[config.mk]
export PLATFORM = sky130hd
export DESIGN_NAME = uart_rx_flat
export DESIGN_NICKNAME = d
export VERILOG_FILES = /design/src/rtl/uart_rx_if.sv /design/src/rtl/uart_rx.sv /design/src/flat_wrapper.sv
export SDC_FILE = /design/constraint.sdc
export NUM_CORES = 1
export LEC_CHECK = 0
export ABC_AREA = 1
export ABC_CLOCK_PERIOD_IN_PS = 2900
export CAP_MARGIN = 20
export CORE_AREA = 4 4 60 62
export DETAILED_ROUTE_END_ITERATION = 8
export DIE_AREA = 0 0 64 66
export HOLD_SLACK_MARGIN = 0.05
export PLACE_DENSITY_LB_ADDON = 0.25
export REMOVE_ABC_BUFFERS = 1
export SYNTH_ARGS = -nofsm -noshare
export SYNTH_HDL_FRONTEND = slang
export SYNTH_SLANG_ARGS = --single-unit
[constraint.sdc]
create_clock -name clk -period 2.9 [get_ports clk]
set_input_delay 0.58 -clock clk [delete_from_list [all_inputs] [get_ports clk]]
set_output_delay 0.58 -clock clk [all_outputs]
set_load 0.02 [all_outputs]
[src/rtl/uart_rx_if.sv]
// uart_rx_if: serial line plus received-byte outputs of the UART receiver.
// master = receiver side (samples rx, drives byte/status), slave = consumer side.
interface uart_rx_if #(
  parameter int unsigned DATA_BITS = 8
);
  logic                 rx;
  logic [DATA_BITS-1:0] rx_data;
  logic                 rx_valid;
  logic                 rx_busy;
  logic                 frame_err;
  logic                 parity_err;

  modport master (
    input  rx,
    output rx_data,
    output rx_valid,
    output rx_busy,
    output frame_err,
    output parity_err
  );

  modport slave (
    output rx,
    input  rx_data,
    input  rx_valid,
    input  rx_busy,
    input  frame_err,
    input  parity_err
  );
endinterface

[src/rtl/uart_rx.sv]
// uart_rx: 8N1 UART receiver with mid-bit sampling and one-cycle result strobes.
// Optional even parity (8E1) when UART_RX_PARITY_EN is defined.
module uart_rx #(
  parameter int unsigned BAUD_END  = 56,
  parameter int unsigned BAUD_MID  = BAUD_END / 2,
  parameter int unsigned DATA_BITS = 8
) (
  input  logic       clk,
  input  logic       rstn,
  uart_rx_if.master  bus
);

  localparam int unsigned CNT_W = $clog2(BAUD_END + 1);
  localparam int unsigned BIT_W = $clog2(DATA_BITS + 1);
  localparam logic [CNT_W-1:0] CNT_END  = CNT_W'(BAUD_END);
  localparam logic [CNT_W-1:0] CNT_MID  = CNT_W'(BAUD_MID);
  localparam logic [BIT_W-1:0] BIT_LAST = BIT_W'(DATA_BITS);

  localparam logic [2:0] IDLE   = 3'd0;
  localparam logic [2:0] START  = 3'd1;
  localparam logic [2:0] DATA   = 3'd2;
  localparam logic [2:0] STOP   = 3'd3;
  localparam logic [2:0] BREAK  = 3'd4;
`ifdef UART_RX_PARITY_EN
  localparam logic [2:0] PARITY = 3'd5;
`endif

  logic                 rx_s1_q, rx_s2_q, rx_s3_q;
  logic                 fall_c;
  logic [2:0]           state_q, state_d;
  logic [CNT_W-1:0]     baud_cnt_q, baud_cnt_d;
  logic [BIT_W-1:0]     bit_cnt_q, bit_cnt_d;
  logic [DATA_BITS-1:0] shift_q, shift_d;
  logic [DATA_BITS-1:0] rx_data_q, rx_data_d;
  logic                 rx_valid_q, rx_valid_d;
  logic                 frame_err_q, frame_err_d;
  logic                 rx_busy_q, rx_busy_d;
`ifdef UART_RX_PARITY_EN
  logic                 par_q, par_d;
  logic                 parity_err_q, parity_err_d;
`endif

  // Two-flop synchroniser plus one delay flop for start-edge detection
  always_ff @(posedge clk or negedge rstn) begin
    if (!rstn) begin
      rx_s1_q <= 1'b1;
      rx_s2_q <= 1'b1;
      rx_s3_q <= 1'b1;
    end else begin
      rx_s1_q <= bus.rx;
      rx_s2_q <= rx_s1_q;
      rx_s3_q <= rx_s2_q;
    end
  end

  assign fall_c = rx_s3_q & ~rx_s2_q;

  // State, counters and registered outputs
  always_ff @(posedge clk or negedge rstn) begin
    if (!rstn) begin
      state_q      <= IDLE;
      baud_cnt_q   <= '0;
      bit_cnt_q    <= '0;
      shift_q      <= '0;
      rx_data_q    <= '0;
      rx_valid_q   <= 1'b0;
      frame_err_q  <= 1'b0;
      rx_busy_q    <= 1'b0;
`ifdef UART_RX_PARITY_EN
      par_q        <= 1'b0;
      parity_err_q <= 1'b0;
`endif
    end else begin
      state_q      <= state_d;
      baud_cnt_q   <= baud_cnt_d;
      bit_cnt_q    <= bit_cnt_d;
      shift_q      <= shift_d;
      rx_data_q    <= rx_data_d;
      rx_valid_q   <= rx_valid_d;
      frame_err_q  <= frame_err_d;
      rx_busy_q    <= rx_busy_d;
`ifdef UART_RX_PARITY_EN
      par_q        <= par_d;
      parity_err_q <= parity_err_d;
`endif
    end
  end

  // Next-state and output decode
  always_comb begin
    state_d     = state_q;
    baud_cnt_d  = (baud_cnt_q == CNT_END) ? '0 : baud_cnt_q + CNT_W'(1);
    bit_cnt_d   = bit_cnt_q;
    shift_d     = shift_q;
    rx_data_d   = rx_data_q;
    rx_valid_d  = 1'b0;
    frame_err_d = 1'b0;
`ifdef UART_RX_PARITY_EN
    par_d        = par_q;
    parity_err_d = 1'b0;
`endif

    case (state_q)
      IDLE: begin
        if (fall_c) begin
          state_d    = START;
          baud_cnt_d = '0;
          bit_cnt_d  = '0;
        end
      end
      START: begin
        if (baud_cnt_q == CNT_MID) begin
          if (rx_s2_q) begin
            state_d = IDLE;
          end else begin
            // Skip one count: cancels the synchroniser lag so samples sit mid-bit
            baud_cnt_d = baud_cnt_q + CNT_W'(2);
          end
        end else if (baud_cnt_q == CNT_END) begin
          state_d = DATA;
        end
      end
      DATA: begin
        if (baud_cnt_q == CNT_MID) begin
          shift_d   = {rx_s2_q, shift_q[DATA_BITS-1:1]};
          bit_cnt_d = bit_cnt_q + BIT_W'(1);
        end else if ((baud_cnt_q == CNT_END) && (bit_cnt_q == BIT_LAST)) begin
`ifdef UART_RX_PARITY_EN
          state_d = PARITY;
`else
          state_d = STOP;
`endif
        end
      end
`ifdef UART_RX_PARITY_EN
      PARITY: begin
        if (baud_cnt_q == CNT_MID) begin
          par_d = rx_s2_q;
        end else if (baud_cnt_q == CNT_END) begin
          state_d = STOP;
        end
      end
`endif
      STOP: begin
        if (baud_cnt_q == CNT_MID) begin
          if (rx_s2_q) begin
            // Return to IDLE mid stop bit so a back-to-back start edge is caught
            state_d = IDLE;
`ifdef UART_RX_PARITY_EN
            if (^{shift_q, par_q}) begin
              parity_err_d = 1'b1;
            end else begin
              rx_data_d  = shift_q;
              rx_valid_d = 1'b1;
            end
`else
            rx_data_d  = shift_q;
            rx_valid_d = 1'b1;
`endif
          end else begin
            frame_err_d = 1'b1;
            state_d     = BREAK;
          end
        end
      end
      BREAK: begin
        if (rx_s2_q) begin
          state_d = IDLE;
        end
      end
      default: begin
        state_d = IDLE;
      end
    endcase

    if (state_d == IDLE) begin
      baud_cnt_d = '0;
    end
    rx_busy_d = (state_d != IDLE);
  end

  assign bus.rx_data   = rx_data_q;
  assign bus.rx_valid  = rx_valid_q;
  assign bus.rx_busy   = rx_busy_q;
  assign bus.frame_err = frame_err_q;
`ifdef UART_RX_PARITY_EN
  assign bus.parity_err = parity_err_q;
`else
  assign bus.parity_err = 1'b0;
`endif

endmodule

[src/flat_wrapper.sv]
// flat-port wrapper written by rule: the top's interface ports become plain ports
module uart_rx_flat 
#(
  parameter int unsigned BAUD_END  = 56,
  parameter int unsigned BAUD_MID  = BAUD_END / 2,
  parameter int unsigned DATA_BITS = 8
)
  (clk, rstn, bus_rx, bus_rx_data, bus_rx_valid, bus_rx_busy, bus_frame_err, bus_parity_err);
  uart_rx_if #(.DATA_BITS(DATA_BITS)) bus_i ();
  input  logic clk;
  input  logic rstn;
  input wire logic [$bits(bus_i.rx)-1:0] bus_rx;
  output wire logic [$bits(bus_i.rx_data)-1:0] bus_rx_data;
  output wire logic [$bits(bus_i.rx_valid)-1:0] bus_rx_valid;
  output wire logic [$bits(bus_i.rx_busy)-1:0] bus_rx_busy;
  output wire logic [$bits(bus_i.frame_err)-1:0] bus_frame_err;
  output wire logic [$bits(bus_i.parity_err)-1:0] bus_parity_err;
  assign bus_i.rx = bus_rx;
  assign bus_rx_data = bus_i.rx_data;
  assign bus_rx_valid = bus_i.rx_valid;
  assign bus_rx_busy = bus_i.rx_busy;
  assign bus_frame_err = bus_i.frame_err;
  assign bus_parity_err = bus_i.parity_err;
  uart_rx #(.BAUD_END(BAUD_END), .BAUD_MID(BAUD_MID), .DATA_BITS(DATA_BITS)) u_core (.clk(clk), .rstn(rstn), .bus(bus_i));
endmodule
==> metrics.yaml <==
detailed_routing:
  ant_nets: 0
  vias: 1305
  wire_per_inst_um: 11.5
  vias_per_cell: 4.87
  drt_iter0_drc: 68
  drtPass1Iterations: 4
  drcViolationCount: 0
  wirelength_um: 3100
floorplan:
  initial_core_util: 0.595
  die_area_um2: 4220
  io_pins: 15
  die_w_um: 64
  rows: 20
  core_area_um2: 3030
  die_y_um: 66
global_routing:
  grt_max_degree: 36
  first_global_vias: 1300
  grt_pass1_wl_um: 5750
  grt.overflow.total: 0
  antenna_found_initial: 0
  grtUsageTotal: 0.180
cts:
  cts_max_level: 2
  clkTransAtPathRegs_ns: 0.11
  clock_latency_ns: 0.34
  cts_tree: "done"
  clk_path_buf_depth: 2
  cts_root_buf: "clkbuf_4"
  cts_hold_buf: 0
  cts_buffers: 5
  cts_resized: 0
  clock-sinks: 35
  postCtsSetupBuffers: 0
sta:
  max_freq_ghz: 0.526
  finalSetupViolCount: 0
  period_minus_slack_ns: 1.90
  skew_ns: 0.00615
  period_share: 0.655
  fin_ws_ns: 1.00
  hold_ws_ns: 0.362
  rsz0062_at_grt: "no"
  hold_violations: 0
  slew_violations: 0
  fin_tns_setup_ns: 0
cells_and_area:
  n_fill_cell: 269
  area_growth_pct: 11.9
  fin_nets: 231
  layout_commonest_cell: "nand2_1"
  register_area_um2: 880
  diodes: 0
  fin_util: 0.665
  multiInputGateArea_um2: 747
  drive_gt1_frac: 0.214
  layout_common_cells: "44 x nand2_1, 32 x dfrtp_1, 26 x inv_1, 13 x clkdlybuf4s50_1"
setup_path:
  r2r-start: "u_core.baud_cnt_q[0]"
  critPathMaxStageDelay_ns: 0.61
  endpoint_kind: "primary output"
  crit_chain: "clkdlybuf4s50_1"
  worstSetupPathType: "flip-flop to primary output"
  crit_fanout: 2
  crit_buf_inv: 1
  cp-start-kind: "flip-flop"
  critPathArrivalTime_ns: 1.32
  crit_family: "buffers and inverters"
  cp_data_required_time_ns: 2.32
  cp_slowest_cell: "clkdlybuf4s50_1"
  cp-startpoint: "u_core.bus.rx_data[5]"
run_status:
  outcome: "completed"
logic_synthesis:
  ys_seq_elements: 35
  netlist_area_um2: 1800
  syn_avg_cell_area_um2: 8.66
  synth.area.top_cells: "dfrtp_1 44%, nand2_1 9.2%, inv_1 5.4%"
  yosysSeqAreaShare: 0.489
  ys_warn_count: 0
  synth_top_area_frac: 0.445
  ys_types: 26
  synth_area_leader_cell: "dfrtp_1"
  synth_cells: 208
placed_design:
  hpwl_um: 2280
  place_congestion: 0.895
  port_buffers: 13
  dp_slack_ns: 1.21
power:
  peakVddDrop_v: 0.000365
  p_per_area_nw_per_um2: 558
  p_leak_nw: 0.955
job:
  cap_violations: 0
worst_hold_path:
  hold_path.class: "flip-flop to flip-flop"
  holdCritStartpoint: "u_core.rx_s1_q"
==> area by class of cell <==
cell class,instances,area share
repair buffers,14,0.0683
multi-input cells,133,0.371
clock buffers,6,0.0255
well taps,44,0.0273
flip-flops and latches,35,0.437
inverters,34,0.0634
clock inverters,2,0.00807
==> final timing paths <==
check | endpoint | slack, ns | cells past startpoint
hold reg to reg | u_core.rx_s2_q | 0.36 | 0
setup reg to reg | u_core.bit_cnt_q[3] | 1.21 | 8
max in group asynchronous | u_core.rx_s1_q | 1.94 | 2
hold / removal | u_core.rx_s2_q | 0.36 | 0
min in group asynchronous | u_core.bus.rx_data[1] | 0.63 | 2
setup / recovery | bus_rx_data[5] | 1.0 | 1
==> cells by family (layout without fill, tap and decap cells) <==
family                   Yosys count  after routing  synth area share
AO/OA/AOI/OAI                     23             23            0.0653
XOR/XNOR                           3              3            0.0146
adder cells (fa/ha/maj)            5              5            0.0347
buffers and inverters             40             56            0.0966
flip-flops                        35             35             0.489
other                              1              1           0.00208
AND/OR/NAND/NOR                  101            101             0.298
==> synth_stat cells (all sizes together) <==
master	instances
a21oi	1
and3	1
buf	5
clkbuf	1
conb	1
dfrtp	32
dfstp	3
ha	5
inv	34
nand2	51
nand3	17
nand4	5
nor2	27
o21a	1
o21ai	21
xor2	3
==> through the flow <==
step                cell area (µm²)  cells  total power, mW
floorplan                      1750    202            0.783
global placement               1950    260            0.845
detailed placement             1950    260            0.845
CTS                            2010    268             1.14
global route                   2010    268             1.21
finish                         2010    268             1.12
==> state kept, by name (all words and copies together), names as in the netlist <==
signal and cells:
u_core.bus.rx_busy 1, u_core.bus.frame_err 1, u_core.bus.rx_valid 1, u_core.rx_s3_q 1, u_core.baud_cnt_q 6, u_core.rx_s1_q 1
u_core.rx_s2_q 1, u_core.state_q 3, u_core.shift_q 8, u_core.bus.rx_data 8, u_core.bit_cnt_q 4
==> where the power goes <==
group	total, mW	switching [mW]	internal, mW
Combinational	0.258	0.150	0.108
Sequential	0.576	0.0527	0.523
Clock	0.290	0.171	0.119
Total	1.12	0.374	0.751
==> metal layers <==
metal	routed length, µm	vias up	global-route usage	share of wire
met3	122	4	0.0612	0.039
met5	0	-	0	0
met4	33	0	0.0701	0.011
met1	1410	600	0.220	0.46
met2	1530	25	0.292	0.49
li1	-	676	-	-
Power figures use the tool's default switching activity.
